`config.mk`:
```
export PLATFORM = sky130hd
export DESIGN_NAME = afifo_wr_arb
export DESIGN_NICKNAME = d
export VERILOG_FILES = /design/src/rtl/afifo_wr_arb.sv
export SDC_FILE = /design/constraint.sdc
export NUM_CORES = 1
export LEC_CHECK = 0
export CAP_MARGIN = 40
export CORE_AREA = 2 2 271 273
export DETAILED_ROUTE_END_ITERATION = 6
export DIE_AREA = 0 0 273 275
export PLACE_DENSITY = 0.43
export SLEW_MARGIN = 20
export SYNTH_ARGS = -nofsm -noshare
export SYNTH_HDL_FRONTEND = slang
export SYNTH_SLANG_ARGS = --single-unit
```
`constraint.sdc`:
```
create_clock -name clk -period 4.8 [get_ports clk]
set_input_delay 0.72 -clock clk [delete_from_list [all_inputs] [get_ports clk]]
set_output_delay 0.72 -clock clk [all_outputs]
set_load 0.01 [all_outputs]
```
`src/rtl/afifo_wr_arb.sv`:
```
// Round-robin burst arbiter for the write port of one afifo.
// A requester is granted only once the FIFO has room for its whole burst.
module afifo_wr_arb #(
    parameter int NR = 4,
    parameter int DW = 128,
    parameter int AW = 4,
    parameter int LW = 8
) (
    input  logic             clk,
    input  logic             reset,
    input  logic [NR-1:0]    req_valid,
    input  logic [NR*LW-1:0] req_len,
    output logic [NR-1:0]    req_done,
    input  logic [NR-1:0]    s_valid,
    input  logic [NR*DW-1:0] s_data,
    output logic [NR-1:0]    s_ready,
    output logic             fifo_we,
    output logic [DW-1:0]    fifo_d,
    input  logic             fifo_wfull,
    input  logic [AW:0]      fifo_wcnt,
    output logic [NR-1:0]    grant,
    output logic             busy
);

    localparam int OW = $clog2(NR);
    localparam int FW = AW + 2;
    localparam int NW = ((LW > AW) ? LW : AW) + 2;
    localparam int CW = (NW > FW) ? NW : FW;

    typedef enum logic [1:0] {IDLE, WAIT, BURST} state_t;

    state_t          r_state;
    state_t          w_state_nxt;
    logic [OW-1:0]   r_owner;
    logic [OW-1:0]   r_last;
    logic [LW-1:0]   r_len_q;
    logic [LW-1:0]   r_cnt;
    logic [OW-1:0]   w_sel;
    logic            w_any;
    logic [LW-1:0]   w_sel_len;
    logic            w_last_beat;

    // An oversized burst is admitted only into an empty FIFO and then relies on wfull.
    function automatic logic f_fits(input logic [LW-1:0] len, input logic [AW:0] wcnt);
        logic [CW-1:0] need;
        logic [CW-1:0] free;
        logic [CW-1:0] depth;
        depth = CW'(1) << AW;
        need  = CW'(len) + CW'(1);
        free  = depth - CW'(wcnt);
        return (need <= free) || ((need > depth) && (wcnt == '0));
    endfunction

    always_comb begin
        logic [OW-1:0] cand;
        w_sel = '0;
        w_any = 1'b0;
        cand  = '0;
        for (int k = 1; k <= NR; k++) begin
            cand = OW'((int'(r_last) + k) % NR);
            if (!w_any && req_valid[cand]) begin
                w_any = 1'b1;
                w_sel = cand;
            end
        end
    end

    assign w_sel_len   = req_len[int'(w_sel)*LW +: LW];
    assign w_last_beat = (r_cnt == r_len_q);

    always_comb begin
        w_state_nxt = r_state;
        case (r_state)
            IDLE:    if (w_any) w_state_nxt = f_fits(w_sel_len, fifo_wcnt) ? BURST : WAIT;
            WAIT:    if (f_fits(r_len_q, fifo_wcnt)) w_state_nxt = BURST;
            BURST:   if (fifo_we && w_last_beat) w_state_nxt = IDLE;
            default: w_state_nxt = IDLE;
        endcase
    end

    always_comb begin
        grant    = '0;
        s_ready  = '0;
        req_done = '0;
        fifo_we  = 1'b0;
        fifo_d   = '0;
        if (r_state == BURST) begin
            grant[r_owner]    = 1'b1;
            s_ready[r_owner]  = ~fifo_wfull;
            fifo_we           = s_valid[r_owner] & ~fifo_wfull;
            fifo_d            = s_data[int'(r_owner)*DW +: DW];
            req_done[r_owner] = fifo_we & w_last_beat;
        end
    end

    assign busy = (r_state != IDLE);

    always_ff @(posedge clk) begin
        if (reset) begin
            r_state <= IDLE;
            r_cnt   <= '0;
            r_last  <= OW'(NR - 1);
        end else begin
            r_state <= w_state_nxt;
            if (r_state == BURST && fifo_we) begin
                if (w_last_beat) begin
                    r_cnt  <= '0;
                    r_last <= r_owner;
                end else begin
                    r_cnt <= r_cnt + LW'(1);
                end
            end
        end
    end

    // Owner and length are pure data; they are always reloaded in IDLE before use.
    always_ff @(posedge clk) begin
        if (r_state == IDLE && w_any) begin
            r_owner <= w_sel;
            r_len_q <= w_sel_len;
        end
    end

endmodule

```
== Word level (Yosys, flattened, before mapping) ==
Index checks and enable logic that the tools add are counted.
Storage, ports and cells
  register bits after elaboration: 22
  output and inout bits: 142
  input bits: 560
Operators by class
  eq/ne operators: 6
  magnitude comparators: 10
  mux-type cells: 31
  add/sub/neg operators: 8
  bitwise operators: 5
  shift-type cells: 2
  reductions and logical operators: 19
Operator list (count)
  variable part select 512 x 10 -> 128 bit: 1
  2-to-1 mux 128 bit: 1
  variable part select 32 x 6 -> 8 bit: 1
  <= comparator 9 x 10 -> 1 bit: 2
  adder 8 x 1 -> 9 bit (second input constant): 2
  greater-than comparator 9 x 5 -> 1 bit (second input constant): 2
  2-to-1 mux 2 bit: 8
  < comparator 2 x 3 -> 1 bit (second input constant): 5
  2-to-1 mux 4 bit: 3
  2-to-1 mux 1 bit: 11
  binary-select mux 1 bit (select 2 bit): 5
  logical AND 1 bit: 9
  adder 8 x 1 -> 8 bit (second input constant): 1
  AND 4 bit: 2
  == test 8 bit: 1
  2-to-1 mux 8 bit: 1
  != test 2 bit (second input constant): 3
  one-hot mux 2 bit (3 select lines): 1
  subtractor 5 x 5 -> 6 bit (first input constant): 1
  zero test 5 bit: 1
  adder 2 x 1 -> 2 bit (second input constant): 2
  adder 2 bit (second input constant): 2
  zero test 1 bit: 3
  AND reduction 3 bit: 1
  10 further kinds: 12

== Logic depth before layout (Yosys ltp) ==
  depth in word-level cells: 21
  depth in mapped cells: 17

== Worst setup path after synthesis ==
Ideal clock, no wire load.
  path type: in2reg
  from: input port req_valid[0]
  to: register r_state[1]
  slack: 1.040 ns
  arrival: 3.702 ns
  stages on the path: 17
  data required time: 4.741 ns
  path buffers: 1
  library setup time: 0.059 ns
  cell sequence: o21ai_0 o221ai_1 inv_1 buf_1 mux2i_1 a21oi_1 ha_1 ha_1 nor2b_1 o21a_1 o21a_1 o211ai_1 a21boi_0 o31ai_1 o22ai_1 o211ai_1 a31o_1
Between the ends
  longest elaborated chain between the ends: 20
  elaborated cells between the ends (all ways): 33
  those cells by class: add/sub (1); order compare (2); eq/ne (1); shift (1); mux (19); reduce/logical (9)
Ends and longest elaborated chain
  start: declaration: line 11  | input logic [NR-1:0] req_valid,
  binary-select mux 1 bit (select 2 bit): line 61  | if (!w_any && req_valid[cand]) begin
  2-to-1 mux 1 bit (implied by the code): line 61
  2-to-1 mux 1 bit: line 61
  zero test 1 bit: line 61
  logical AND 1 bit: line 61
  2-to-1 mux 1 bit: line 61
  zero test 1 bit: line 61
  logical AND 1 bit: line 61
  [... 4 more ...]
  named net w_sel[1]: line 38  | logic [OW-1:0] w_sel;
  variable part select 32 x 6 -> 8 bit (*): line 68  | assign w_sel_len = req_len[int'(w_sel)*LW +: LW];
  named net w_sel_len[0]: line 40  | logic [LW-1:0] w_sel_len;
  adder 8 x 1 -> 9 bit (*): line 49  | need = CW'(len) + CW'(1);
  greater-than comparator 9 x 5 -> 1 bit: line 51  | return (need <= free) || ((need > depth) && (wcnt == '0));
  logical AND 1 bit: line 51
  logical OR 1 bit (*): line 51
  2-to-1 mux 2 bit (*) (2 in series): line 74  | IDLE: if (w_any) w_state_nxt = f_fits(w_sel_len, fifo_wcnt) ? BURST : WAIT;
  one-hot mux 2 bit (3 select lines) (*): line 73  | case (r_state)
  end signal: assignment: line 104  | r_state <= w_state_nxt;
  end: declaration: line 32  | state_t r_state;
The timed path passes the listed nets; every way through them passes the cells marked *. The select of a mux whose other input is x is not followed.
A chain may end at the register's enable or synchronous reset.

== Final worst setup path ==
  from: input port req_valid[2]
  to: register r_state[1]
Between the ends
  longest elaborated chain between the ends: 20
  elaborated cells between the ends (all ways): 33
  those cells by class: add/sub (1); order compare (2); eq/ne (1); shift (1); mux (19); reduce/logical (9)
Ends and longest elaborated chain (line)
  binary-select mux 1 bit (select 2 bit): 61
  2-to-1 mux 1 bit (implied by the code): 61
  2-to-1 mux 1 bit: 61
  zero test 1 bit: 61
  logical AND 1 bit: 61
  2-to-1 mux 1 bit: 61
  zero test 1 bit: 61
  logical AND 1 bit: 61
  [... 4 more ...]
  variable part select 32 x 6 -> 8 bit (*): 68
  named net w_sel_len[0]: 40
  adder 8 x 1 -> 9 bit (*): 49
  greater-than comparator 9 x 5 -> 1 bit: 51
  logical AND 1 bit: 51
  logical OR 1 bit (*): 51
  2-to-1 mux 2 bit (*) (2 in series): 74
  one-hot mux 2 bit (3 select lines) (*): 73
Marked as above.

==> summary.md <==
| Metric | Value |
|---|---|
| Worst slew margin | 0.467 |
| Worst slew pin tran | 800 ps |
| Top FF cell, synth | dfxtp_1 |
| Wire length on met1 | 22500 µm |
| Hold WC Path Type | reg -> reg |
| Avg WL per Cell | 25.3 µm |
| Commonest cells after routing, fill and taps aside | clkdlybuf4s50_1 (701), mux4_2 (133), and3_1 (131) |
| Avg Cell Area, Syn | roughly 11 µm² |
| Root buffer cell | clkbuf_16 |
| Mapped Area | approximately 6100 µm² |
| Max_cap viols | 0 |
| Highest Signal Layer | met5 |
| Final instance area | 14400 µm² |
| Setup repair bufs after CTS | 0 |
| Synth area leaders | mux4_2 (49%), and3_1 (13%), edfxtp_1 (4.9%) |
| Largest net degree at the start of global routing | 92 |
| #FFs+latches synth | 22 |
| Yosys top cell by area | mux4_2 |
| Share of cells above drive strength 1 | 0.135 |
| Kind of end point of the critical path | flip-flop |
| CTS Buffer Depth | 2 |
| Area after DPL | 14300 µm² |
| TritonCTS clock tree | yes |
| Post-Route Skew | 4.47 ps |
| Reg2reg start | r_last[0]$_SDFFE_PP1P_ |
| Post-synthesis cell type count | between 50 and 60 |
| R2r setup slk | 1060 ps |
| Ys Warns | 0 |
| Leakage | 5.17 nW |
| Post-Route WL | between 50000 and 60000 µm |
| EDFF count, synth | 10 |
| Outcome | finished clean |
| DR pass1 iterations | 5 |
| Vias in the first global route | between 8000 and 9000 |
| CORE AREA | 72300 µm² |
| Finished Core Util | 0.199 |
| Initial antenna violation count | 48 |
| IO Port Bufs | 701 |
| End of the worst register-to-register path | r_state[1]$_SDFFE_PP0P_ |
| CP arrival | 4520 ps |
| Met3 wire length | ~6300 µm |
| CP required | 4960 ps |
| Sequential area share after synthesis | 0.0879 |
| Antenna Nets Post-Route | 0 |
| Post_cts resized | 0 |
| Metal2 WL | 25800 µm |
| Area growth syn-to-layout | 134% |
| RSZ-0062 raised after global routing | no |
| Row Count | 99 |
| Depth of the worst register-to-register path | 16 |
| Clk_lat worst skew | 260 ps |
| Clock period minus final worst setup slack | 4360 ps |
| Max incr delay on CP | around 500 ps |
| Period utilization | 0.909 |
| Grt total ovfl | 0 |
| Share of the synthesized area in the top cell type | 0.487 |
| Most common cell after layout, fill and taps aside | clkdlybuf4s50_1 |
| Critical path launch point type | input port |
| CP Class | in -> reg |
| DR vias/cell | roughly 3.8 |
| Crit-path max FO | 12 |
| Horiz. Die Dim | about 270 µm |
| Initial DRC Count | 412 |
| Via count | 8406 |
| Fillers | 7934 |
| Post-Syn Nets | 1149 |
| Hold buffers post-CTS | 0 |
| Critical path's slowest cell | clkdlybuf4s50_1 |
| Residual DRC | 0 |
| Post-Syn Instances | 566 |
| F_max | 229 MHz |
| Final setup fails | 0 |
| Final setup TNS | 0 ps |
| Maximum VDD drop | 0.000152 V |
| Starting density of the core | 0.0850 |
| Die Y | 275 µm |
| Worst Setup EP | r_state[1]$_SDFFE_PP0P_ |
| CP cell instances | clkdlybuf4s50_1 > nand2b_1 > a21oi_1 > or3_4 > a211oi_1 > a21oi_1 > ha_1 > and2_1 > nand2_1 > xnor2_1 > ha_1 > o211ai_1 > a21boi_0 > o31ai_1 > o22ai_1 > o211ai_1 > a31o_1 |
| Full die area | roughly 75000 µm² |
| I/O pins | between 700 and 800 |
| H-tree depth | 1 |
| Total Nets Final | roughly 1800 |
| DP Wirelength | 49100 µm |
| Clock sink total | 22 |
| Overall Global Routing Usage | 0.140 |
| Crit path launch | req_valid[2] |
| Synth async-reset ratio | 0 |
| Placer Congestion | 0.929 |
| First-pass GRT wire length | roughly 73000 µm |
| Final hold violation count | 0 |
| Slew Viols, Final | 0 |
| CTS Buf Count | 3 |
| P per Cell Area | 234 nW/µm² |
| Clock slew at reported path FFs | 70 ps |
-- sequential cells by signal (all words and copies together), names as in the netlist --
register and flops:
r_cnt 8, r_state 2, r_len_q 8, r_owner 2
r_last 2
-- stage by stage --
| step | power [W] | std cells | hold slack, ps | setup WS [ps] |
|---|---|---|---|---|
| 6_report | 0.00337 | 2191 | 565 | 436 |
| 5_1_grt | 0.00358 | 2188 | 593 | 77.1 |
| 4_1_cts | 0.00342 | 2181 | 567 | 472 |
| 3_5_place_dp | 0.00319 | 2177 | 551 | 187 |
| 3_3_place_gp | 0.00317 | 2177 | 521 | 309 |
| 2_1_floorplan | 0.00170 | 566 | 498 | 1040 |
-- area by class of cell --
class,instances,area [µm²],share of cell area
Clock buffer,4,100,0.00695
Tap cell,959,1200,0.0833
Sequential cell,22,544,0.0378
Inverter,14,55.1,0.00382
Multi-Input combinational cell,465,5300,0.368
Antenna cell,10,25.0,0.00174
Timing Repair Buffer,717,7170,0.498
-- kinds of logic after synthesis --
kind of cell             Yosys count  synth area share
AO/OA/AOI/OAI                     54            0.0655
XOR/XNOR                          29            0.0413
adder cells (fa/ha/maj)           23            0.0468
buffers and inverters             79            0.0503
flip-flops                        22            0.0879
multiplexers                     137             0.496
AND/OR/NAND/NOR                  222             0.212
-- Yosys cell counts (4+ instances only) --
library cell / n
buf_1: 16
o21a_1: 4
nand4_1: 9
nor2b_1: 5
mux4_2: 133
clkbuf_1: 46
edfxtp_1: 10
o21ai_0: 6
dfxtp_1: 12
o211ai_1: 5
ha_1: 23
inv_1: 14
xnor2_1: 9
nor3_1: 9
nand2_1: 13
a21oi_1: 10
nand3_1: 10
nor2_1: 23
xor2_1: 20
and3_1: 131
-- where the power goes --
group / switching [W] / internal [W] / total, W
Clock: 0.0000780 / 0.000145 / 0.000223
Sequential: 0.0000597 / 0.000234 / 0.000294
Combinational: 0.00117 / 0.00169 / 0.00285
Total: 0.00130 / 0.00206 / 0.00337
-- worst max-delay path, delay by kind of cell --
| family | cells | cell delay [ps] |
|---|---|---|
| AND/OR/NAND/NOR | 4 | 830 |
| adder cells (fa/ha/maj) | 2 | 560 |
| XOR/XNOR | 1 | 130 |
| AO/OA/AOI/OAI | 9 | 1760 |
| buffers and inverters | 1 | 500 |
-- how the worst min path moves through the flow --
stage	from	end	slack, ps	cells past startpoint
after global routing	r_last[0]$_SDFFE_PP1P_	r_last[0]$_SDFFE_PP1P_	590	1
after floorplan	r_cnt[7]$_SDFFE_PP0P_	r_cnt[7]$_SDFFE_PP0P_	500	2
after global placement	r_cnt[7]$_SDFFE_PP0P_	r_cnt[7]$_SDFFE_PP0P_	520	2
after detailed placement	r_cnt[7]$_SDFFE_PP0P_	r_cnt[7]$_SDFFE_PP0P_	550	2
after CTS	r_cnt[7]$_SDFFE_PP0P_	r_cnt[7]$_SDFFE_PP0P_	570	2
final	r_cnt[7]$_SDFFE_PP0P_	r_cnt[7]$_SDFFE_PP0P_	560	2
-- routing by layer --
metal  vias up  track usage
met5         -            0
met4        16       0.0282
met3        65       0.0475
met2       521        0.230
met1      4135        0.177
li1       3669            -
Note: power is estimated with default switching activity, not from simulation.
